===== config.mk =====
export PLATFORM = sky130hd
export DESIGN_NAME = multiplier_unit
export DESIGN_NICKNAME = d
export VERILOG_FILES = /design/src/rtl/multiplier_unit.sv
export SDC_FILE = /design/constraint.sdc
export NUM_CORES = 1
export LEC_CHECK = 0
export CAP_MARGIN = 40
export CORE_MARGIN = 3
export CORE_UTILIZATION = 60
export CTS_CLUSTER_SIZE = 16
export DETAILED_ROUTE_END_ITERATION = 8
export GPL_ROUTABILITY_DRIVEN = 0
export PLACE_DENSITY = 0.95
export SETUP_SLACK_MARGIN = 0.4
export SYNTH_ARGS = -nofsm -noshare
export SYNTH_HDL_FRONTEND = slang
export SYNTH_SLANG_ARGS = --single-unit

===== constraint.sdc =====
create_clock -name clk -period 3.4 [get_ports clk]
set_input_delay 0.68 -clock clk [delete_from_list [all_inputs] [get_ports clk]]
set_output_delay 0.68 -clock clk [all_outputs]
set_load 0.01 [all_outputs]

===== src/rtl/multiplier_unit.sv =====
// multiplier_unit: iterative shift-add unsigned multiplier, one partial product per cycle
module multiplier_unit #(
  parameter int width = 4
) (
  input  logic                 clk,
  input  logic                 reset,
  input  logic                 start,
  input  logic [width-1:0]     A,
  input  logic [width-1:0]     B,
  output logic [2*width-1:0]   res,
  output logic                 done
);
  typedef enum logic [1:0] {IDLE, BUSY, DONE} state_t;
  state_t               state;
  logic [2*width-1:0]   mcand;
  logic [2*width-1:0]   acc;
  logic [2*width-1:0]   acc_nxt;
  logic [width-1:0]     mplier;
  logic [5:0]           cnt;
  assign acc_nxt = mplier[0] ? acc + mcand : acc;
  always_ff @(posedge clk) begin
    if (reset) begin
      state  <= IDLE;
      mcand  <= '0;
      mplier <= '0;
      acc    <= '0;
      cnt    <= '0;
      res    <= '0;
      done   <= 1'b0;
    end else begin
      case (state)
        IDLE: if (start) begin
          mcand  <= {{width{1'b0}}, A};
          mplier <= B;
          acc    <= '0;
          cnt    <= '0;
          state  <= BUSY;
        end
        BUSY: begin
          acc    <= acc_nxt;
          mcand  <= mcand << 1;
          mplier <= mplier >> 1;
          cnt    <= cnt + 6'd1;
          if (cnt == 6'(width - 1)) begin
            res   <= acc_nxt;
            done  <= 1'b1;
            state <= DONE;
          end
        end
        default: begin
          done  <= 1'b0;
          state <= IDLE;
        end
      endcase
    end
  end
endmodule


======== Word level (Yosys, flattened, before mapping) ========
Cells that the tools add are included.
word-level totals
  register bits after elaboration ......... 37
  bits of input ports ..................... 11
  output and inout bits ................... 9
  word-level logic and storage cells ...... 34
operators by class
  add/subtract/negate cells ............... 2
  equality and inequality tests ........... 4
  multiplexer cells ....................... 14
  bitwise operators ....................... 1
  reductions and logical operators ........ 6
operators by type and width
  kind                   count
  $pmux W8 S2            2
  $mux W8                3
  $pmux W6 S2            1
  $add A8 B8 Y8          1
  $pmux W4 S2            1
  $reduce_and A2 Y1      4
  $add A6 B1 Y6 const B  1
  $eq A6 B2 Y1 const B   1
  $mux W6                1
  $mux W2                2
  $mux W4                1
  $ne A2 B2 Y1 const B   2
  $pmux W2 S2            1
  $eq A2 B1 Y1 const B   1
  $logic_not A2 Y1       1
  $pmux W1 S2            1
  $reduce_bool A2 Y1     1
  $mux W1                1
  $not A1 Y1             1

======== Depth between registers and ports, before layout ========
Gate-level depths: netlist (run 1).
  depth in word-level cells ............... 3
  mapped depth ............................ 7
  gate-level depth less buffers ........... 6

======== Worst setup path before layout (run 1) ========
No wires, ideal clock.
  path kind ............................... register -> register
  from .................................... register mcand[0]
  to ...................................... register res[4]
  library setup time ...................... 0.088 ns
  data arrival time ....................... 1.871 ns
  setup slack ............................. 1.441 ns
  cell stages (with the launch flop) ...... 7
  cell sequence ........................... dfxtp_1 -> ha_1 -> fa_1 -> a21o_1 -> a21oi_1 -> mux2_2 -> a311oi_2
on the way
  cells in the longest elaborated chain, start to end .. 2
ends and longest elaborated chain
  element                   line  RTL
  start: declaration        15    logic [2*width-1:0] mcand;
  start signal: assignment  33    mcand <= {{width{1'b0}}, A};
  start signal: assignment  41    mcand <= mcand << 1;
  $add A8 B8 Y8             20    assign acc_nxt = mplier[0] ? acc + mcand : acc;
  $mux W8                   20
  end signal: assignment    45    res <= acc_nxt;
  end: declaration          10    output logic [2*width-1:0] res,
Every way passes these cells.
A chain may end at the register's enable or synchronous reset.

======== Worst setup path in the final report (run 1) ========
  from .................................... register mcand[0]
  to ...................................... register res[6]
The elaborated chain is that of the path after synthesis.

==> results.sh, run 1 <==
export IMPL_final_max_slew_viol_count=0
export IMPL_grt_use_total=0.228
export IMPL_ir_drop_uv=309
export IMPL_grt_overflow=0
export IMPL_finalSetupViolCount=0
export IMPL_crit_fanout=3
export IMPL_vias=1674
export IMPL_cap_violations=0
export IMPL_root_buffer="clkbuf_4"
export IMPL_diodes=0
export IMPL_seq_area_frac_synth=0.384
export IMPL_area_growth_synth_to_final_pct=10.6
export IMPL_synthArstFlopShare=0
export IMPL_tns_ns=0
export IMPL_wl_per_cell_um=15.0
export IMPL_intPower_uw=562
export IMPL_worstMarginPinSlew_ns=0.785
export IMPL_p_seq_frac=0.600
export IMPL_synthesis_area_mm2=0.00193
export IMPL_required_ns=3.65
export IMPL_cp_cell_sequence="ha_1, fa_1, a21o_1, a221oi_1, xor2_1, a2111oi_2"
export IMPL_route_detailed_drc=0
export IMPL_antenna_found_initial=0
export IMPL_clock_path_buffers=2
export IMPL_drt_iter0_markers=66
export IMPL_powerDensity_mw_per_mm2=360
export IMPL_clock_latency_ns=0.35
export IMPL_fin_skew_ns=0.0131
export IMPL_die_area_mm2=0.00393
export IMPL_hold_buffers=0
export IMPL_first_global_vias=1666
export IMPL_ctsHtreeMaxLevel=2
export IMPL_max_stage_delay_ns=0.41
export IMPL_nets=253
export IMPL_tritoncts="yes"
export IMPL_path_class="register to register"
export IMPL_path_clk_slew_ns=0.10
export IMPL_final_core_util=0.736
export IMPL_dp_hpwl_mm=2.98
export IMPL_ys_seq_elements=37
export IMPL_rsz0062_at_grt="no"
export IMPL_power_leakage_nw=0.781
export IMPL_core_area_mm2=0.00290
export IMPL_avgSynthCellArea_um2=8.85
export IMPL_crit_path_end_kind="register"
export IMPL_drive_above_1_share=0.0983
export IMPL_synth_enable_flop_cells=0
export IMPL_switching_share=0.267
export IMPL_ys_types=52
export IMPL_fin_crit_sh=0.620
export IMPL_crit_arrival_ns=2.36
export IMPL_clock_sinks=37
export IMPL_numCtsBuffers=5
export IMPL_synthCells=218
export IMPL_synthFlopType="dfxtp_1"
export IMPL_status="complete, no violations"
export IMPL_die_h_um=62.7
export IMPL_wl_mm=4.14
export IMPL_synth_nets=238
export IMPL_grt_pass1_wl_mm=7.18
export IMPL_cpMaxStageDelayCell="fa_1"
export IMPL_relSlewSlack=0.476
export IMPL_fmax_mhz=474
export IMPL_rows=19
export IMPL_p_switching_uw=205
export IMPL_vias_per_cell=6.07
export IMPL_yosys_warnings=0
export IMPL_holdCritPathClass="register to register"
export IMPL_hold_viol=0
export IMPL_post_cts_buffers=0
export IMPL_power_total_uw=768
export IMPL_ios=20
export IMPL_grt_start_max_net_pins=31
export IMPL_pwr_share_clk=0.290
export IMPL_critPathLaunchType="register"
export IMPL_antenna_left=0
export IMPL_fp_dieW_um=62.7
export IMPL_fin_crit_ns=2.11
export IMPL_cts_resized=0
export IMPL_port_buffers=19
export IMPL_combPwrFrac=0.110
export IMPL_dr_pass1_iters=4
export IMPL_initial_core_util=0.665
power by group through the flow:
stage	registers (mW)	logic (mW)	clock network, mW
after detailed placement	0.470	0.0829	0
after CTS	0.460	0.0833	0.230
after global placement	0.470	0.0809	0
after floorplan	0.462	0.0671	0
final	0.460	0.0845	0.223
after global routing	0.463	0.0932	0.245
worst max-delay path, delay by kind of cell, from the launching register on:
family                   cells  cell delay (ns)
flip-flops                   1             0.35
XOR/XNOR                     1             0.17
AO/OA/AOI/OAI                3             0.85
adder cells (fa/ha/maj)      2             0.65
sequential cells by signal, summed over array words and instances (netlist names):
register  count
res           8
cnt           6
mplier        4
state         2
done          1
mcand         8
acc           8
per-layer routing:
metal	wire [um]	global-route usage	vias to the layer above
li1	-	-	807
met1	1690	0.248	803
met4	86	0.129	0
met2	2110	0.394	53
met3	254	0.0665	11
met5	0	0	-
per-stage QoR:
stage	setup WS (ns)	cell area, um2	hold slack, ns	instances
finish	1.29	2130	0.466	276
global route	1.20	2130	0.482	276
CTS	1.30	2130	0.469	276
detailed placement	1.15	2090	0.453	268
global placement	1.21	2090	0.442	268
floorplan	1.44	1930	0.437	218
final cells by class:
class | instances | area, um2
inverters | 1 | 3.75
multi-input cells | 167 | 1080
fillers | 233 | 766
well taps | 42 | 52.6
clock buffers | 8 | 48.8
flip-flops and latches | 37 | 741
repair buffers | 21 | 205
cell usage after synthesis, types with 2 or more instances:
master	instances	area, um2
dfxtp_1	37	741
nand2_1	29	109
nor2_1	26	97.6
a21oi_1	22	110
nand3_1	9	45.0
ha_1	8	100
o21ai_0	7	35.0
nand2b_1	6	37.5
mux2_2	4	45.0
mux2i_1	4	40.0
xor2_1	4	35.0
a211oi_2	3	37.5
a21o_1	3	22.5
a22oi_1	3	22.5
buf_2	3	15.0
clkbuf_1	3	11.3
nor4_1	3	18.8
o211ai_1	3	22.5
a311oi_2	2	30.0
a32oi_1	2	17.5
and3_2	2	15.0
clkbuf_8	2	27.5
nor2b_1	2	12.5
nor3_1	2	10.0
xnor2_1	2	17.5
path summary, 6_finish.rpt:
path / from / to / slack [ns] / cells after the start
hold / removal: mplier[2]$_SDFFE_PP0P_ / mplier[2]$_SDFFE_PP0P_ / 0.47 / 2
setup / recovery: mcand[0]$_SDFFE_PP0P_ / res[6]$_SDFFE_PP0P_ / 1.29 / 6
setup reg to reg: mcand[0]$_SDFFE_PP0P_ / res[6]$_SDFFE_PP0P_ / 1.29 / 6
hold reg to reg: mplier[2]$_SDFFE_PP0P_ / mplier[2]$_SDFFE_PP0P_ / 0.47 / 2
cell families (layout without fill, tap and decap cells):
| family | count (synthesis) | after routing | share of synthesized area |
|---|---|---|---|
| buffers and inverters | 14 | 30 | 0.0545 |
| multiplexers | 9 | 9 | 0.0499 |
| adder cells (fa/ha/maj) | 9 | 9 | 0.0623 |
| AO/OA/AOI/OAI | 53 | 53 | 0.191 |
| XOR/XNOR | 6 | 6 | 0.0272 |
| flip-flops | 37 | 37 | 0.384 |
| AND/OR/NAND/NOR | 90 | 90 | 0.232 |
cells in the final DEF (no fill, tap or decap), types with 2 or more instances in the layout:
| cell | synthesis | layout |
|---|---|---|
| dfxtp_1 | 37 | 37 |
| nand2_1 | 29 | 29 |
| nor2_1 | 26 | 26 |
| a21oi_1 | 22 | 22 |
| clkdlybuf4s50_1 | 0 | 19 |
| nand3_1 | 9 | 9 |
| ha_1 | 8 | 8 |
| o21ai_0 | 7 | 7 |
| nand2b_1 | 6 | 6 |
| clkbuf_4 | 0 | 5 |
| mux2i_1 | 4 | 4 |
| xor2_1 | 4 | 4 |
| mux2_2 | 4 | 4 |
| a211oi_2 | 3 | 3 |
| a21o_1 | 3 | 3 |
| o211ai_1 | 3 | 3 |
| nor4_1 | 3 | 3 |
| a22oi_1 | 3 | 3 |
| clkbuf_1 | 3 | 3 |
| nor2b_1 | 2 | 2 |
| and3_2 | 2 | 2 |
| nor3_1 | 2 | 2 |
| a311oi_2 | 2 | 2 |
| xnor2_1 | 2 | 2 |
| a32oi_1 | 2 | 2 |
| buf_4 | 1 | 2 |
Note: power is estimated with default switching activity, not from simulation.
==> run 2, diff against run 1 <==
--- a/config.mk
+++ b/config.mk
@@ -7,11 +7,11 @@
 export LEC_CHECK = 0
 export CAP_MARGIN = 40
 export CORE_MARGIN = 3
-export CORE_UTILIZATION = 60
+export CORE_UTILIZATION = 50
 export CTS_CLUSTER_SIZE = 16
 export DETAILED_ROUTE_END_ITERATION = 8
 export GPL_ROUTABILITY_DRIVEN = 0
-export PLACE_DENSITY = 0.95
+export PLACE_DENSITY = 0.86
 export SETUP_SLACK_MARGIN = 0.4
 export SYNTH_ARGS = -nofsm -noshare
 export SYNTH_HDL_FRONTEND = slang
==> constraint.sdc (replaced) <==
create_clock -name clk -period 1.85 [get_ports clk]
set_input_delay 0.37 -clock clk [delete_from_list [all_inputs] [get_ports clk]]
set_output_delay 0.37 -clock clk [all_outputs]
set_load 0.01 [all_outputs]
==> results.sh, run 2 (synthesis gave the netlist of run 1 again) <==
export IMPL_fmax_mhz=538
export IMPL_intPower_mw=1.21
export IMPL_fp_dieW_um=68.1
export IMPL_ir_drop_uv=515
export IMPL_wl_per_cell_um=18.0
export IMPL_dp_hpwl_mm=3.24
export IMPL_fin_crit_sh=1.01
export IMPL_die_h_um=68.1
export IMPL_die_area_mm2=0.00464
export IMPL_tritoncts="yes"
export IMPL_final_core_util=0.770
export IMPL_combPwrFrac=0.156
export IMPL_p_seq_frac=0.509
export IMPL_nets=289
export IMPL_vias_per_cell=6.12
export IMPL_clock_sinks=37
export IMPL_power_leakage_nw=1.06
export IMPL_finalSetupViolCount=2
export IMPL_port_buffers=19
export IMPL_vias=1933
export IMPL_dr_pass1_iters=4
export IMPL_failed_checks="negative setup slack"
export IMPL_diodes=0
export IMPL_route_detailed_drc=0
export IMPL_required_ns=2.05
export IMPL_power_total_mw=1.66
export IMPL_initial_core_util=0.548
export IMPL_cp_cell_sequence="ha_4, fa_2, a21o_1, a221oi_2, xor2_1, a2111oi_2"
export IMPL_grt_start_max_net_pins=23
export IMPL_drive_above_1_share=0.367
export IMPL_drt_iter0_markers=154
export IMPL_area_growth_synth_to_final_pct=40.6
export IMPL_antenna_found_initial=0
export IMPL_clock_latency_ns=0.30
export IMPL_grt_use_total=0.241
export IMPL_first_global_vias=1783
export IMPL_p_switching_uw=451
export IMPL_final_common_cell="buf_4"
export IMPL_path_clk_slew_ns=0.07
export IMPL_holdCritPathClass="register to register"
export IMPL_powerDensity_mw_per_mm2=611
export IMPL_reg_largest_list="acc: 8 flops, mcand: 8 flops, res: 8 flops"
export IMPL_path_class="register to register"
export IMPL_cpMaxStageDelayCell="fa_2"
export IMPL_rsz0062_at_grt="yes"
export IMPL_grt_overflow=0
export IMPL_final_cell_mix="32 x buf_4, 28 x nand2_1, 24 x nor2_1, 24 x dfxtp_1, 17 x a21oi_1"
export IMPL_root_buffer="clkbuf_8"
export IMPL_crit_arrival_ns=2.06
export IMPL_ios=20
export IMPL_worst_path_buf_inv=0
export IMPL_antenna_left=0
export IMPL_pwr_share_clk=0.335
export IMPL_critPathLaunchType="register"
export IMPL_grt_pass1_wl_mm=8.26
export IMPL_wl_mm=5.69
export IMPL_post_place_cells=284
export IMPL_core_area_mm2=0.00352
export IMPL_hold_buffers=0
export IMPL_fillers=236
export IMPL_setup_slack_ns=-0.0102
export IMPL_tns_ns=-0.0120
export IMPL_cap_violations=0
export IMPL_numCtsBuffers=5
export IMPL_max_stage_delay_ns=0.38
export IMPL_crit_fanout=2
export IMPL_crit_path_end_kind="register"
export IMPL_rows=21
export IMPL_worstMarginPinSlew_ns=0.451
export IMPL_ctsHtreeMaxLevel=2
export IMPL_clock_path_buffers=2
export IMPL_switching_share=0.272
export IMPL_relSlewSlack=0.698
export IMPL_status="finished, violations left"
export IMPL_crit_family="compound AO/OA/AOI/OAI gates"
export IMPL_final_max_slew_viol_count=0
export IMPL_fin_skew_ns=0.00668
export IMPL_final_instance_count_excl_fill=316
export IMPL_hold_viol=0
export IMPL_fin_crit_ns=1.86
run 2: power by group through the flow:
stage | clock network, mW | logic (mW) | registers, mW
floorplan | 0 | 0.127 | 0.852
global placement | 0 | 0.179 | 0.855
detailed placement | 0 | 0.186 | 0.856
CTS | 0.553 | 0.218 | 0.840
global route | 0.588 | 0.278 | 0.846
finish | 0.555 | 0.259 | 0.844
run 2: cell type report:
type | count | area (um2) | share of cell area
Tap cell | 46 | 57.6 | 0.0212
Sequential cell | 37 | 764 | 0.282
Clock buffer | 8 | 80.1 | 0.0295
Inverter | 1 | 3.75 | 0.00138
Timing Repair Buffer | 57 | 503 | 0.185
Multi-Input combinational cell | 167 | 1300 | 0.481
run 2: stage by stage:
| step | setup slack, ns | cell area (um2) | hold WS, ns |
|---|---|---|---|
| after floorplan | 0.0637 | 1990 | 0.437 |
| after global placement | 0.0443 | 2240 | 0.446 |
| after detailed placement | -0.00607 | 2240 | 0.449 |
| after CTS | 0.00481 | 2530 | 0.458 |
| after global routing | -0.0944 | 2710 | 0.474 |
| final | -0.0102 | 2710 | 0.457 |
run 2: repair_timing:
action | in CTS | in global routing
pin swaps | 20 | 17
cloned | 0 | 1
setup endpoints to repair | 26 | 27
resized for setup | 40 | 22
buffers inserted | 14 | 9
run 2: worst paths after layout:
| kind | start | end | slack (ns) | depth (start not counted) |
|---|---|---|---|---|
| setup / recovery | acc[0]$_SDFFE_PP0P_ | res[6]$_SDFFE_PP0P_ | -0.01 | 6 |
| hold / removal | mplier[2]$_SDFFE_PP0P_ | mplier[2]$_SDFFE_PP0P_ | 0.46 | 2 |
| setup reg to reg | acc[0]$_SDFFE_PP0P_ | res[6]$_SDFFE_PP0P_ | -0.01 | 6 |
| hold reg to reg | mplier[2]$_SDFFE_PP0P_ | mplier[2]$_SDFFE_PP0P_ | 0.46 | 2 |
run 2: routing by layer:
layer	GRT usage	part of all wire	routed length, um	vias to the layer above
met2	0.422	0.50	2850	92
met4	0.154	0.053	300	0
met1	0.257	0.39	2200	931
met5	0	0	0	-
li1	-	-	-	877
met3	0.0575	0.059	338	33
run 2: worst register-to-register path, stage by stage, from the launching register on:
cell and delay [ns]:
dfxtp_2 0.34, ha_4 0.17, fa_2 0.38, a21o_1 0.20, a221oi_2 0.25, xor2_1 0.14, a2111oi_2 0.29
==> run 3, diff against run 2 <==
--- a/config.mk
+++ b/config.mk
@@ -5,10 +5,9 @@
 export SDC_FILE = /design/constraint.sdc
 export NUM_CORES = 1
 export LEC_CHECK = 0
-export CAP_MARGIN = 40
-export CORE_MARGIN = 3
+export CAP_MARGIN = 20
+export CORE_MARGIN = 10
 export CORE_UTILIZATION = 50
-export CTS_CLUSTER_SIZE = 16
 export DETAILED_ROUTE_END_ITERATION = 8
 export GPL_ROUTABILITY_DRIVEN = 0
 export PLACE_DENSITY = 0.86
==> results.sh, run 3 (synthesis gave the netlist of run 1 again) <==
export IMPL_final_cell_mix="33 x buf_4, 28 x nand2_1, 22 x dfxtp_1"
export IMPL_clock_sinks=37
export IMPL_dp_hpwl_mm=3.24
export IMPL_wl_per_cell_um=17.0
export IMPL_route_detailed_drc=0
export IMPL_dp_slack_ns=0.00342
export IMPL_crit_path_end_kind="register"
export IMPL_fin_skew_ns=0.00680
export IMPL_grt_overflow=0
export IMPL_numCtsBuffers=5
export IMPL_port_buffers=19
export IMPL_p_switching_uw=465
export IMPL_cap_violations=0
export IMPL_fmax_mhz=531
export IMPL_fp_dieW_um=82.1
export IMPL_cp_startpoint="mcand[0]$_SDFFE_PP0P_"
export IMPL_rows=22
export IMPL_worstMarginPinSlew_ns=0.381
export IMPL_wl_mm=5.46
export IMPL_hold_buffers=0
export IMPL_antenna_found_initial=0
export IMPL_final_core_util=0.755
export IMPL_grt_use_total=0.157
export IMPL_vias_per_cell=5.58
export IMPL_hold_slack_ns=0.468
export IMPL_failed_checks="negative setup slack"
export IMPL_power_leakage_nw=1.11
export IMPL_ir_drop_uv=629
export IMPL_switching_share=0.253
export IMPL_tns_ns=-0.0316
export IMPL_initial_core_util=0.523
export IMPL_dr_pass1_iters=4
export IMPL_ios=20
export IMPL_critPathLaunchType="register"
export IMPL_grt_start_max_net_pins=23
export IMPL_intPower_mw=1.38
export IMPL_crit_arrival_ns=2.10
export IMPL_clock_path_buffers=2
export IMPL_area_growth_synth_to_final_pct=44.3
export IMPL_hold_start="mplier[1]$_SDFFE_PP0P_"
export IMPL_reg_largest_list="acc: 8 flops, mcand: 8 flops, res: 8 flops"
export IMPL_final_common_cell="buf_4"
export IMPL_drive_above_1_share=0.405
export IMPL_grt_pass1_wl_mm=8.29
export IMPL_drt_iter0_markers=100
export IMPL_crit_family="compound AO/OA/AOI/OAI gates"
export IMPL_p_seq_frac=0.460
export IMPL_die_area_mm2=0.00674
export IMPL_tritoncts="yes"
export IMPL_rsz0062_at_grt="yes"
export IMPL_root_buffer="clkbuf_8"
export IMPL_status="finished, violations left"
export IMPL_cp_cell_sequence="ha_4, fa_2, a21o_1, a21oi_2, mux2_4, a311oi_2"
export IMPL_max_stage_delay_ns=0.35
export IMPL_fin_crit_sh=1.02
export IMPL_post_place_cells=290
export IMPL_crit_fanout=2
export IMPL_fin_area_mm2=0.00278
export IMPL_core_area_mm2=0.00369
export IMPL_holdCritPathClass="register to register"
export IMPL_finalSetupViolCount=1
export IMPL_antenna_left=0
export IMPL_diodes=0
export IMPL_fin_crit_ns=1.88
export IMPL_worst_path_buf_inv=0
export IMPL_first_global_vias=1816
export IMPL_final_max_slew_viol_count=0
export IMPL_hold_viol=0
export IMPL_postPlaceCellArea_mm2=0.00227
export IMPL_die_h_um=82.1
export IMPL_path_clk_slew_ns=0.08
export IMPL_vias=1798
export IMPL_pwr_share_clk=0.407
export IMPL_ctsHtreeMaxLevel=2
export IMPL_power_total_mw=1.84
export IMPL_powerDensity_mw_per_mm2=661
export IMPL_rr_startpoint="mcand[0]$_SDFFE_PP0P_"
export IMPL_fillers=242
export IMPL_multi_input_area_mm2=0.00130
export IMPL_cpMaxStageDelayCell="fa_2"
export IMPL_combPwrFrac=0.133
export IMPL_final_instance_count_excl_fill=322
export IMPL_relSlewSlack=0.746
export IMPL_required_ns=2.06
export IMPL_nets=293
export IMPL_path_class="register to register"
export IMPL_setup_slack_ns=-0.0316
export IMPL_ff_latch_area_um2=769
export IMPL_clock_latency_ns=0.30
run 3: cell count changes in the layout (fill, tap and decap cells not counted), sizes merged:
| cell | delta |
|---|---|
| dlymetal6s2s | +1 |
| buf | +5 |
| dlygate4sd2 | -1 |
| inv | +1 |
| bufinv | +1 |
| clkbuf | -3 |
run 3: final timing paths:
kind / endpoint / slack, ns / cells after the start
setup reg to reg: res[4]$_SDFFE_PP0P_ / -0.03 / 6
hold reg to reg: mplier[1]$_SDFFE_PP0P_ / 0.47 / 2
hold / removal: mplier[1]$_SDFFE_PP0P_ / 0.47 / 2
setup / recovery: res[4]$_SDFFE_PP0P_ / -0.03 / 6
run 3: power groups by stage:
stage | combinational (mW) | clock (mW) | sequential (mW)
global route | 0.266 | 0.786 | 0.849
global placement | 0.182 | 0 | 0.860
detailed placement | 0.186 | 0 | 0.862
floorplan | 0.127 | 0 | 0.852
CTS | 0.209 | 0.755 | 0.842
finish | 0.245 | 0.749 | 0.847
run 3: repair_timing:
action	in CTS	in global routing
pin swaps	10	17
resized for setup	31	42
setup buffers	15	9
setup endpoints to repair	34	30
run 3: worst reg2reg max path: cells and delay by family, from the launching register on:
kind                     cells  cell delay [ns]
multiplexers                 1             0.32
adder cells (fa/ha/maj)      2             0.51
AO/OA/AOI/OAI                3             0.63
flip-flops                   1             0.34
run 3: layer usage:
metal | global-route usage | share of wire | vias to the layer above | wire length (um)
met3 | 0.0356 | 0.053 | 8 | 292
met1 | 0.168 | 0.40 | 855 | 2200
li1 | - | - | 885 | -
met2 | 0.287 | 0.53 | 50 | 2890
met5 | 0 | 0 | - | 0
met4 | 0.0680 | 0.014 | 0 | 78
run 3: area by class of cell:
cell class / count / share of cell area
Clock buffer: 6 / 0.0297
Clock inverter: 2 / 0.0130
Inverter: 1 / 0.00135
Multi-Input combinational cell: 167 / 0.466
Sequential cell: 37 / 0.276
Tap cell: 48 / 0.0216
Timing Repair Buffer: 61 / 0.192
